$ cat src/rtl/fpga_io_apb_arbiter.sv
// Round-robin arbiter that sequences two hold-until-done requesters onto one APB
// master port, returning per-requester read data and error status with a wait timeout.
module fpga_io_apb_arbiter #(
    parameter int ADDR_W  = 10,
    parameter int DATA_W  = 32,
    parameter int TIMEOUT = 255
) (
    input  logic              PCLK,
    input  logic              PRESET,
    input  logic              m0_req,
    input  logic              m0_write,
    input  logic [ADDR_W-1:0] m0_addr,
    input  logic [DATA_W-1:0] m0_wdata,
    output logic              m0_done,
    output logic [DATA_W-1:0] m0_rdata,
    output logic              m0_err,
    input  logic              m1_req,
    input  logic              m1_write,
    input  logic [ADDR_W-1:0] m1_addr,
    input  logic [DATA_W-1:0] m1_wdata,
    output logic              m1_done,
    output logic [DATA_W-1:0] m1_rdata,
    output logic              m1_err,
    output logic              PSEL,
    output logic              PENABLE,
    output logic              PWRITE,
    output logic [ADDR_W-1:0] PADDR,
    output logic [DATA_W-1:0] PWDATA,
    input  logic [DATA_W-1:0] PRDATA,
    input  logic              PREADY,
    input  logic              PSLVERR,
    output logic              busy,
    output logic [1:0]        gnt
);
    localparam int CNT_W = (TIMEOUT > 0) ? $clog2(TIMEOUT + 1) : 1;
    localparam logic [CNT_W-1:0] CNT_LIMIT = CNT_W'(TIMEOUT);

    typedef enum logic [1:0] {IDLE, SETUP, ACCESS, DONE} state_t;

    state_t            state_reg, state_next;
    logic              last_grant_reg, last_grant_next;
    logic              owner_reg, owner_next;
    logic [CNT_W-1:0]  cnt_reg, cnt_next, cnt_inc;
    logic              pwrite_reg, pwrite_next;
    logic [ADDR_W-1:0] paddr_reg, paddr_next;
    logic [DATA_W-1:0] pwdata_reg, pwdata_next;
    logic              psel_reg, psel_next;
    logic              penable_reg, penable_next;
    logic              busy_reg, busy_next;
    logic [1:0]        gnt_reg, gnt_next;
    logic [1:0]        done_reg, done_next;
    logic [1:0]        err_reg, err_next;
    logic [DATA_W-1:0] rdata_reg [2];
    logic [DATA_W-1:0] rdata_next [2];
    logic              pick;

    logic [1:0]        req;
    logic [1:0]        cmd_write;
    logic [ADDR_W-1:0] cmd_addr [2];
    logic [DATA_W-1:0] cmd_wdata [2];

    assign req          = {m1_req, m0_req};
    assign cmd_write    = {m1_write, m0_write};
    assign cmd_addr[0]  = m0_addr;
    assign cmd_addr[1]  = m1_addr;
    assign cmd_wdata[0] = m0_wdata;
    assign cmd_wdata[1] = m1_wdata;
    assign cnt_inc      = cnt_reg + CNT_W'(1);

    always_ff @(posedge PCLK or posedge PRESET) begin
        if (PRESET) begin
            state_reg      <= IDLE;
            last_grant_reg <= 1'b1;
            owner_reg      <= 1'b0;
            cnt_reg        <= '0;
            pwrite_reg     <= 1'b0;
            paddr_reg      <= '0;
            pwdata_reg     <= '0;
            psel_reg       <= 1'b0;
            penable_reg    <= 1'b0;
            busy_reg       <= 1'b0;
            gnt_reg        <= 2'b00;
            done_reg       <= 2'b00;
            err_reg        <= 2'b00;
            rdata_reg[0]   <= '0;
            rdata_reg[1]   <= '0;
        end else begin
            state_reg      <= state_next;
            last_grant_reg <= last_grant_next;
            owner_reg      <= owner_next;
            cnt_reg        <= cnt_next;
            pwrite_reg     <= pwrite_next;
            paddr_reg      <= paddr_next;
            pwdata_reg     <= pwdata_next;
            psel_reg       <= psel_next;
            penable_reg    <= penable_next;
            busy_reg       <= busy_next;
            gnt_reg        <= gnt_next;
            done_reg       <= done_next;
            err_reg        <= err_next;
            rdata_reg[0]   <= rdata_next[0];
            rdata_reg[1]   <= rdata_next[1];
        end
    end

    always_comb begin
        state_next      = state_reg;
        last_grant_next = last_grant_reg;
        owner_next      = owner_reg;
        cnt_next        = cnt_reg;
        pwrite_next     = pwrite_reg;
        paddr_next      = paddr_reg;
        pwdata_next     = pwdata_reg;
        done_next       = 2'b00;
        err_next        = err_reg;
        rdata_next      = rdata_reg;
        pick            = 1'b0;

        case (state_reg)
            IDLE: begin
                if (req != 2'b00) begin
                    // On a tie the requester that was not served last wins.
                    pick            = (req == 2'b11) ? ~last_grant_reg : req[1];
                    owner_next      = pick;
                    last_grant_next = pick;
                    pwrite_next     = cmd_write[pick];
                    paddr_next      = cmd_addr[pick];
                    pwdata_next     = cmd_wdata[pick];
                    cnt_next        = '0;
                    state_next      = SETUP;
                end
            end
            SETUP: state_next = ACCESS;
            ACCESS: begin
                if (PREADY) begin
                    state_next           = DONE;
                    done_next[owner_reg] = 1'b1;
                    err_next[owner_reg]  = PSLVERR;
                    if (!pwrite_reg) begin
                        rdata_next[owner_reg] = PRDATA;
                    end
                end else begin
                    cnt_next = cnt_inc;
                    // The counter includes the current low-ready cycle.
                    if (TIMEOUT != 0 && cnt_inc == CNT_LIMIT) begin
                        state_next            = DONE;
                        done_next[owner_reg]  = 1'b1;
                        err_next[owner_reg]   = 1'b1;
                        rdata_next[owner_reg] = '0;
                    end
                end
            end
            DONE:    state_next = IDLE;
            default: state_next = IDLE;
        endcase

        psel_next    = (state_next == SETUP) || (state_next == ACCESS);
        penable_next = (state_next == ACCESS);
        busy_next    = (state_next != IDLE);
        gnt_next     = (state_next == IDLE) ? 2'b00 : (owner_next ? 2'b10 : 2'b01);
    end

    assign PSEL     = psel_reg;
    assign PENABLE  = penable_reg;
    assign PWRITE   = pwrite_reg;
    assign PADDR    = paddr_reg;
    assign PWDATA   = pwdata_reg;
    assign busy     = busy_reg;
    assign gnt      = gnt_reg;
    assign m0_done  = done_reg[0];
    assign m1_done  = done_reg[1];
    assign m0_err   = err_reg[0];
    assign m1_err   = err_reg[1];
    assign m0_rdata = rdata_reg[0];
    assign m1_rdata = rdata_reg[1];

endmodule

$ cat config.mk
export PLATFORM = sky130hd
export DESIGN_NAME = fpga_io_apb_arbiter
export DESIGN_NICKNAME = d
export VERILOG_FILES = /design/src/rtl/fpga_io_apb_arbiter.sv
export SDC_FILE = /design/constraint.sdc
export NUM_CORES = 1
export LEC_CHECK = 0
export BUFFER_PORTS_ARGS = -buffer_cell sky130_fd_sc_hd__buf_2
export CORE_AREA = 8 8 126 174
export DETAILED_ROUTE_END_ITERATION = 7
export DIE_AREA = 0 0 134 182
export PLACE_DENSITY = 0.62
export SYNTH_ARGS = -nofsm -noshare
export SYNTH_HDL_FRONTEND = slang
export SYNTH_SLANG_ARGS = --single-unit
$ cat constraint.sdc
create_clock -name PCLK -period 3.7 [get_ports PCLK]
set_input_delay 0.185 -clock PCLK [delete_from_list [all_inputs] [get_ports PCLK]]
set_output_delay 0.185 -clock PCLK [all_outputs]
set_load 0.05 [all_outputs]
==> reports/qor.csv, run 1 <==
metric,value,unit
wl,16500,um
grt.busiest_layer,met2,
num_rows,60,
track_usage,0.136,
num-fill-cells,1935,
dpl_cell_area,0.00705,mm^2
crit_slowest_cell,dfrtp_1,
grt_pass1_vias,5084,
htreeDepth,4,
ios,240,
critical_path.max_stage_delay,520,ps
setup-violations-final,0,
rsz0062_at_grt,false,
worst_pin_slew,944,ps
die_h,182,um
min_period,2370,ps
dr.pass1.iters,4,
grt_max_degree,103,
yosys.area.top_type,dfrtp_1,
antenna_found_initial,1,
dpl.hpwl,12200,um
drt_iter0_drc,182,
hold_viol_final,11,
gr-usage-met2,0.238,
seqCellArea,0.00320,mm^2
die_area,0.0244,mm^2
core,0.0191,mm^2
violations,hold timing,
path_cells,nand3_2 > or3_1 > a221o_1 > nor2_1 > o31ai_1 > ha_1 > inv_1,
antenna_left,0,
syn_inst,542,
netlist-cell-type-count,45,
gr-total-overflow,0,
io_buffers,239,
root_buffer,clkbuf_16,
n_antenna_cell,0,
power.internal,4040,uW
clkSlewWorstSetupHoldPaths,60,ps
synth-seq-area-share,0.565,
cts_buffers,17,
synthArstFlopShare,1.00,
crit_arrival,2680,ps
fin_nets,906,
path_max_fanout,11,
maxSlewHeadroom,0.370,
clk_path_buf_depth,2,
crit_required,4000,ps
netlist_area,0.00567,mm^2
avgRoutedWirePerCell,15.8,um
p_per_area,1060,mW/mm^2
yosysWarnings,0,
drc_errors,0,
comb_power_share,0.497,
grt_pass1_wl,26300,um
p_leak,0.00410,uW
areaGrowthSynthToFinish,36.3,%
multi_input_comb_area,0.00226,mm^2
start_util,0.296,
switching_share,0.505,
ir_drop,0.443,mV
clk_latency,410,ps
grtUsageMet3,0.0492,
max_freq,422,MHz
numClockSinks,128,
drv_slew,0,
synth_top_area_share,0.560,
critPathLaunchType,register,
fin_area,0.00773,mm^2
hp-class,in -> async,
cts_tree,done,
layout_common_cells,"239 x buf_2, 127 x dfrtp_1, 115 x nand2_1",
synth_edf_count,0,
drv_cap,0,
place_congestion,0.739,
synthTopCellsByArea,"dfrtp_1 56%, mux2i_1 13%, nand2_1 7.6%, o21ai_0 4.8%, nor2_1 3.0%",
synth_nets,669,
crit_path_end_kind,register,
hold_ws,-13.2,ps
synth_flop_cell,dfrtp_1,
die_x,134,um
reg2regPathDepth,7,
p_seq_frac,0.294,
r2r_end,PSEL,
fin_setup_tns,0,ps
use_met1,0.144,
final_common_cell,buf_2,
synth_seq_cells,128,
netSwitchingPower,4120,uW
skew,11.2,ps
rrSetupSlack,1330,ps
fin_crit_sh,0.641,
status,finished with violations,
dr_total_vias,4691,
vias_per_cell,4.51,
drive_above_1_share,0.369,
crit_type,reg -> reg,
synth.avg_cell_area,10.5,um^2
r2r-start,cnt_reg[0],
cts_setup_buffers,0,
power_frac_clock,0.210,
==> logic make-up after synthesis <==
logic type,after synthesis,share of synthesized area
AND/OR/NAND/NOR,182,0.140
flip-flops,128,0.565
AO/OA/AOI/OAI,111,0.110
multiplexers,76,0.134
buffers and inverters,40,0.0417
adder cells (fa/ha/maj),3,0.00662
XOR/XNOR,2,0.00309
==> per-layer routing <==
| metal | up-vias | part of all wire |
|---|---|---|
| met3 | 26 | 0.071 |
| met4 | 2 | 0.023 |
| met1 | 2186 | 0.39 |
| li1 | 2318 | - |
| met2 | 159 | 0.51 |
| met5 | - | 0.00079 |
==> Yosys cell counts (2+ instances only) <==
library cell / number
o21a_1: 2
a31oi_1: 4
nor2_1: 46
xor2_1: 2
clkbuf_1: 19
nand3_1: 2
a21boi_0: 2
o41ai_1: 2
dlymetal6s2s_1: 2
o31ai_1: 3
o31a_1: 3
o21ai_0: 54
nand4_1: 2
ha_1: 3
inv_1: 5
nand3b_1: 3
a21oi_1: 34
buf_6: 4
nand2_1: 115
buf_1: 3
dfrtp_1: 127
mux2i_1: 76
buf_2: 5
nor2b_1: 3
==> power by group through the flow <==
stage	registers [uW]	logic [uW]	clock network (uW)
after floorplan	4410	1050	0
after global placement	2410	4080	0
after detailed placement	2420	4130	0
after CTS	2410	4130	1770
after global routing	2490	4330	1830
final	2400	4050	1710
==> critical path: cells and delay by family, from the launching register on <==
kind,cells,cell delay [ps]
AND/OR/NAND/NOR,3,880
AO/OA/AOI/OAI,2,550
flip-flops,1,520
adder cells (fa/ha/maj),1,280
buffers and inverters,1,30
==> through the flow <==
step | utilization | worst slack [ps] | instances | hold slack, ps | total power [uW]
6_report | 0.404 | 1330 | 1040 | -13.2 | 8160
5_1_grt | 0.404 | 1170 | 1040 | 6.79 | 8650
4_1_cts | 0.404 | 1310 | 1040 | 2.47 | 8310
3_5_place_dp | 0.368 | 1340 | 1001 | 436 | 6550
3_3_place_gp | 0.368 | 1380 | 1001 | 437 | 6490
2_1_floorplan | - | 104 | 542 | 248 | 5460
==> worst max path at each step <==
stage | start | end | slack [ps] | cells after the start
after floorplan | PRESET | PADDR[0] | 100 | 1
after global placement | cnt_reg[0] | PSEL | 1380 | 8
after detailed placement | cnt_reg[0] | PSEL | 1340 | 8
after CTS | cnt_reg[0] | PSEL | 1310 | 8
after global routing | cnt_reg[0] | PSEL | 1170 | 7
final | cnt_reg[0] | PSEL | 1330 | 7
==> cell type report <==
| class | instances | area share |
|---|---|---|
| sequential | 128 | 0.414 |
| multi-input combinational | 374 | 0.293 |
| timing repair buffer | 253 | 0.171 |
| clock buffer | 18 | 0.0555 |
| tap | 248 | 0.0401 |
| clock inverter | 14 | 0.0235 |
| inverter | 5 | 0.00307 |
==> timing repair <==
action                    4_1_cts  5_1_grt
resized for setup               0        0
hold endpoints to repair        7        0
hold buffers                    7        0
Power figures use the tool's default switching activity.
==> run 2, diff against run 1 <==
PLACE_DENSITY = 0.6   (was 0.62)
clock period = 2.2 ns   (was 3.7 ns; I/O delays follow)
==> reports/qor.csv, run 2 (same netlist as run 1, synthesis figures left out) <==
metric,value,unit
crit_path_end_kind,register,
drt_iter0_drc,184,
worst_pin_slew,484,ps
die_h,182,um
dr.pass1.iters,4,
antenna_left,0,
p_leak,0.00458,uW
clk_path_buf_depth,2,
antenna_found_initial,2,
grt_pass1_wl,28500,um
multi_input_comb_area,0.00229,mm^2
vias_per_cell,4.46,
areaGrowthSynthToFinish,56.0,%
critPathLaunchType,register,
drv_cap,0,
drv_slew,0,
hold_viol_final,0,
fin_crit_sh,0.975,
worstHoldPathCells,3,
numClockSinks,128,
dr_total_vias,5138,
finalCoreUtilization,0.462,
skew,12.9,ps
layout_common_cells,"240 x buf_2, 122 x dfrtp_1, 114 x nand2_1",
track_usage,0.146,
dpl.hpwl,12500,um
min_period,2140,ps
finalNonFillerCells,1151,
seqCellArea,0.00321,mm^2
wl,18400,um
num-fill-cells,1824,
crit_required,2490,ps
grt_pass1_vias,5452,
r2r_end,m0_rdata[0],
place_congestion,0.743,
gr-total-overflow,0,
cts_tree,done,
core,0.0191,mm^2
dpl.cell_count,1016,
clkSlewWorstSetupHoldPaths,60,ps
status,"complete, no violations",
fin_nets,1015,
ios,240,
drive_above_1_share,0.364,
io_buffers,239,
path_max_fanout,10,
avgRoutedWirePerCell,16.0,um
hold_ws,8.14,ps
min_to,PWDATA[28],
setup-violations-final,0,
clk_latency,410,ps
drc_errors,0,
r2r-start,cnt_reg[1],
grt_max_degree,86,
cts_buffers,17,
hp-class,in -> reg,
ir_drop,0.642,mV
num_rows,60,
die_area,0.0244,mm^2
die_x,134,um
max_freq,466,MHz
crit_arrival,2440,ps
hold_start,m1_wdata[28],
final_common_cell,buf_2,
root_buffer,clkbuf_16,
crit_type,reg -> reg,
start_util,0.296,
p_per_area,1590,mW/mm^2
rrSetupSlack,60,ps
htreeDepth,4,
maxSlewHeadroom,0.676,
reg2regPathDepth,6,
-- run 2: cell types whose count changed in the layout (fill, tap and decap cells not counted), sizes merged --
cell and delta:
clkinv -1, bufinv -1, buf +25, diode +2
inv +2, dlygate4sd3 +83, clkinvlp +1
-- run 2: area by class of cell --
class,instances,area share
well taps,248,0.0351
diodes,2,0.000565
inverters,5,0.00254
clock buffers,17,0.0481
flip-flops and latches,128,0.363
clock inverters,15,0.0194
repair buffers,362,0.273
multi-input cells,374,0.258
-- run 2: worst max path at each step --
stage / from / end / slack, ps
3_5_place_dp: cnt_reg[3] / PSEL / 80
2_1_floorplan: cnt_reg[3] / PSEL / 100
3_3_place_gp: cnt_reg[3] / PSEL / 90
5_1_grt: cnt_reg[1] / m0_rdata[0] / -20
4_1_cts: cnt_reg[3] / PSEL / 70
6_report: cnt_reg[1] / m0_rdata[0] / 60
-- run 2: per-layer routing --
metal	up-vias	global-route usage	part of all wire	wire [um]
met4	0	0.0748	0.024	445
li1	2539	-	-	-
met2	177	0.258	0.53	9700
met1	2395	0.151	0.38	7010
met3	27	0.0470	0.067	1240
met5	-	0	0	0
-- run 2: power by group --
| group | switching [uW] | internal, uW |
|---|---|---|
| Combinational | 5340 | 1870 |
| Sequential | 593 | 3420 |
| Clock | 1120 | 1700 |
-- run 2: what timing repair did --
action	CTS	global route
resized for setup	0	12
buffers inserted	0	9
endpoints found under the setup margin	0	30
hold buffers	90	0
endpoints found under the hold margin	110	0
-- run 2: stage by stage --
stage	area, um^2	TNS, ps	total power, uW	setup slack, ps
6_report	8850	0	14000	55.8
5_1_grt	8850	-149	14900	-19.8
4_1_cts	8720	0	14200	65.9
3_5_place_dp	7230	0	11100	77.7
3_3_place_gp	7230	0	11000	92.8
2_1_floorplan	5680	0	9180	103
-- run 2: critical path: stages (launching register included) --
cell	delay [ps]
dfrtp_2	450
a21boi_0	230
o211ai_1	170
a221o_1	400
nor4b_4	410
clkbuf_4	300
a21oi_1	60
==> run 3, diff against run 2 <==
BUFFER_PORTS_ARGS = not set   (was -buffer_cell sky130_fd_sc_hd__buf_2)
CORE_AREA = 8 8 147 149   (was 8 8 126 174)
DIE_AREA = 0 0 155 157   (was 0 0 134 182)
DONT_BUFFER_PORTS = 1   (was not set)
PLACE_DENSITY = 0.49   (was 0.6)
==> reports/qor.csv, run 3 (same netlist as run 1, synthesis figures left out) <==
metric,value,unit
status,"complete, no violations",
dr.pass1.iters,4,
numClockSinks,128,
comb_power_share,0.198,
grt_max_degree,59,
vias_per_cell,4.70,
hp-class,in -> reg,
num-fill-cells,1791,
cp_num_buf_inv,2,
crit_arrival,2400,ps
min_period,2160,ps
critPathTopFamily,buffers and inverters,
areaGrowthSynthToFinish,38.6,%
antenna_left,0,
maxSlewHeadroom,0.413,
dpl_cell_area,0.00604,mm^2
ios,240,
drt_iter0_drc,148,
p_per_area,1650,mW/mm^2
cts_buffers,17,
grt_pass1_vias,4763,
crit_slowest_cell,dlygate4sd3_1,
die_x,155,um
p_leak,0.00364,uW
track_usage,0.141,
gr-total-overflow,0,
dr_total_vias,4447,
p_seq_frac,0.597,
start_util,0.295,
crit_path_end_kind,register,
die_h,157,um
grt_pass1_wl,26600,um
netSwitchingPower,6780,uW
max_freq,464,MHz
layout_common_cells,"125 x dfrtp_1, 122 x dlygate4sd3_1, 115 x nand2_1",
cts_tree,done,
path_max_fanout,40,
drive_above_1_share,0.0985,
root_buffer,clkbuf_16,
place_congestion,0.803,
antenna_found_initial,1,
skew,11.3,ps
reg2regPathDepth,5,
critPathLaunchType,register,
worst_pin_slew,877,ps
htreeDepth,4,
clkSlewWorstSetupHoldPaths,60,ps
crit_required,2450,ps
core,0.0192,mm^2
path_cells,a21boi_4 > buf_12 > mux2i_1 > dlygate4sd3_1 > o21ai_0,
clk_path_buf_depth,2,
avgRoutedWirePerCell,18.3,um
fin_area,0.00786,mm^2
r2r-start,last_grant_reg,
min_to,err_reg[0],
fin_nets,794,
power,12900,uW
die_area,0.0243,mm^2
drv_slew,0,
critical_path.max_stage_delay,610,ps
crit_type,reg -> reg,
r2r_end,PADDR[9],
final_common_cell,dfrtp_1,
drc_errors,0,
worstHoldPathCells,3,
drv_cap,0,
dpl.hpwl,11500,um
ir_drop,0.672,mV
wl,17400,um
hold_viol_final,0,
num_rows,51,
hold_start,PSLVERR,
power_frac_clock,0.206,
switching_share,0.524,
clk_latency,410,ps
fin_crit_sh,0.980,
io_buffers,0,
rrSetupSlack,40,ps
setup-violations-final,0,
power.internal,6160,uW
[run 3: through the flow]
step | instances | hold WS (ps) | setup TNS (ps) | util | setup slack, ps
2_1_floorplan | 542 | 173 | 0 | - | 103
3_3_place_gp | 789 | 105 | 0 | 0.314 | 172
3_5_place_dp | 789 | 114 | 0 | 0.314 | 97.6
4_1_cts | 943 | 15.0 | 0 | 0.407 | 84.5
5_1_grt | 946 | 17.9 | -63.6 | 0.409 | -13.4
6_report | 947 | 36.4 | 0 | 0.409 | 44.0
[run 3: routing by layer]
metal,wire length (um),vias up,GRT usage
met2,8290,227,0.231
met5,0,-,0
met4,221,0,0.0490
li1,-,2101,-
met3,1960,16,0.0694
met1,6900,2103,0.156
[run 3: repair_timing]
item,CTS,global route
endpoints found under the setup margin,0,4
resized for setup,0,3
buffers inserted,0,1
hold buffers,122,0
hold endpoints to repair,140,0
[run 3: worst register-to-register path: stages, from the launching register on]
cell and delay [ps]:
dfstp_2 380, a21boi_4 280, buf_12 310, mux2i_1 320, dlygate4sd3_1 610, o21ai_0 100
[run 3: power groups by stage]
stage	combinational [uW]	clock (uW)	sequential, uW
after floorplan	1770	0	7420
after global routing	2940	2860	7880
after global placement	2170	0	7790
after detailed placement	2280	0	7790
final	2560	2660	7720
after CTS	2560	2740	7760
[run 3: how the worst max path moves through the flow]
stage | from | endpoint | slack [ps] | cells past startpoint
6_report | last_grant_reg | PADDR[9] | 40 | 5
5_1_grt | cnt_reg[1] | m0_rdata[10] | -10 | 8
4_1_cts | cnt_reg[1] | m0_rdata[6] | 80 | 7
3_5_place_dp | cnt_reg[1] | m0_rdata[6] | 100 | 7
3_3_place_gp | cnt_reg[1] | m0_rdata[10] | 170 | 7
2_1_floorplan | cnt_reg[3] | PSEL | 100 | 8
[run 3: final cells by class]
class / count / area, um^2 / share of cell area
Sequential cell: 128 / 3210 / 0.408
Multi-Input combinational cell: 374 / 2270 / 0.288
Timing Repair Buffer: 141 / 1470 / 0.187
Clock buffer: 22 / 474 / 0.0603
Tap cell: 265 / 332 / 0.0422
Clock inverter: 10 / 86.3 / 0.0110
Inverter: 5 / 22.5 / 0.00286
Antenna cell: 2 / 5.00 / 0.000637
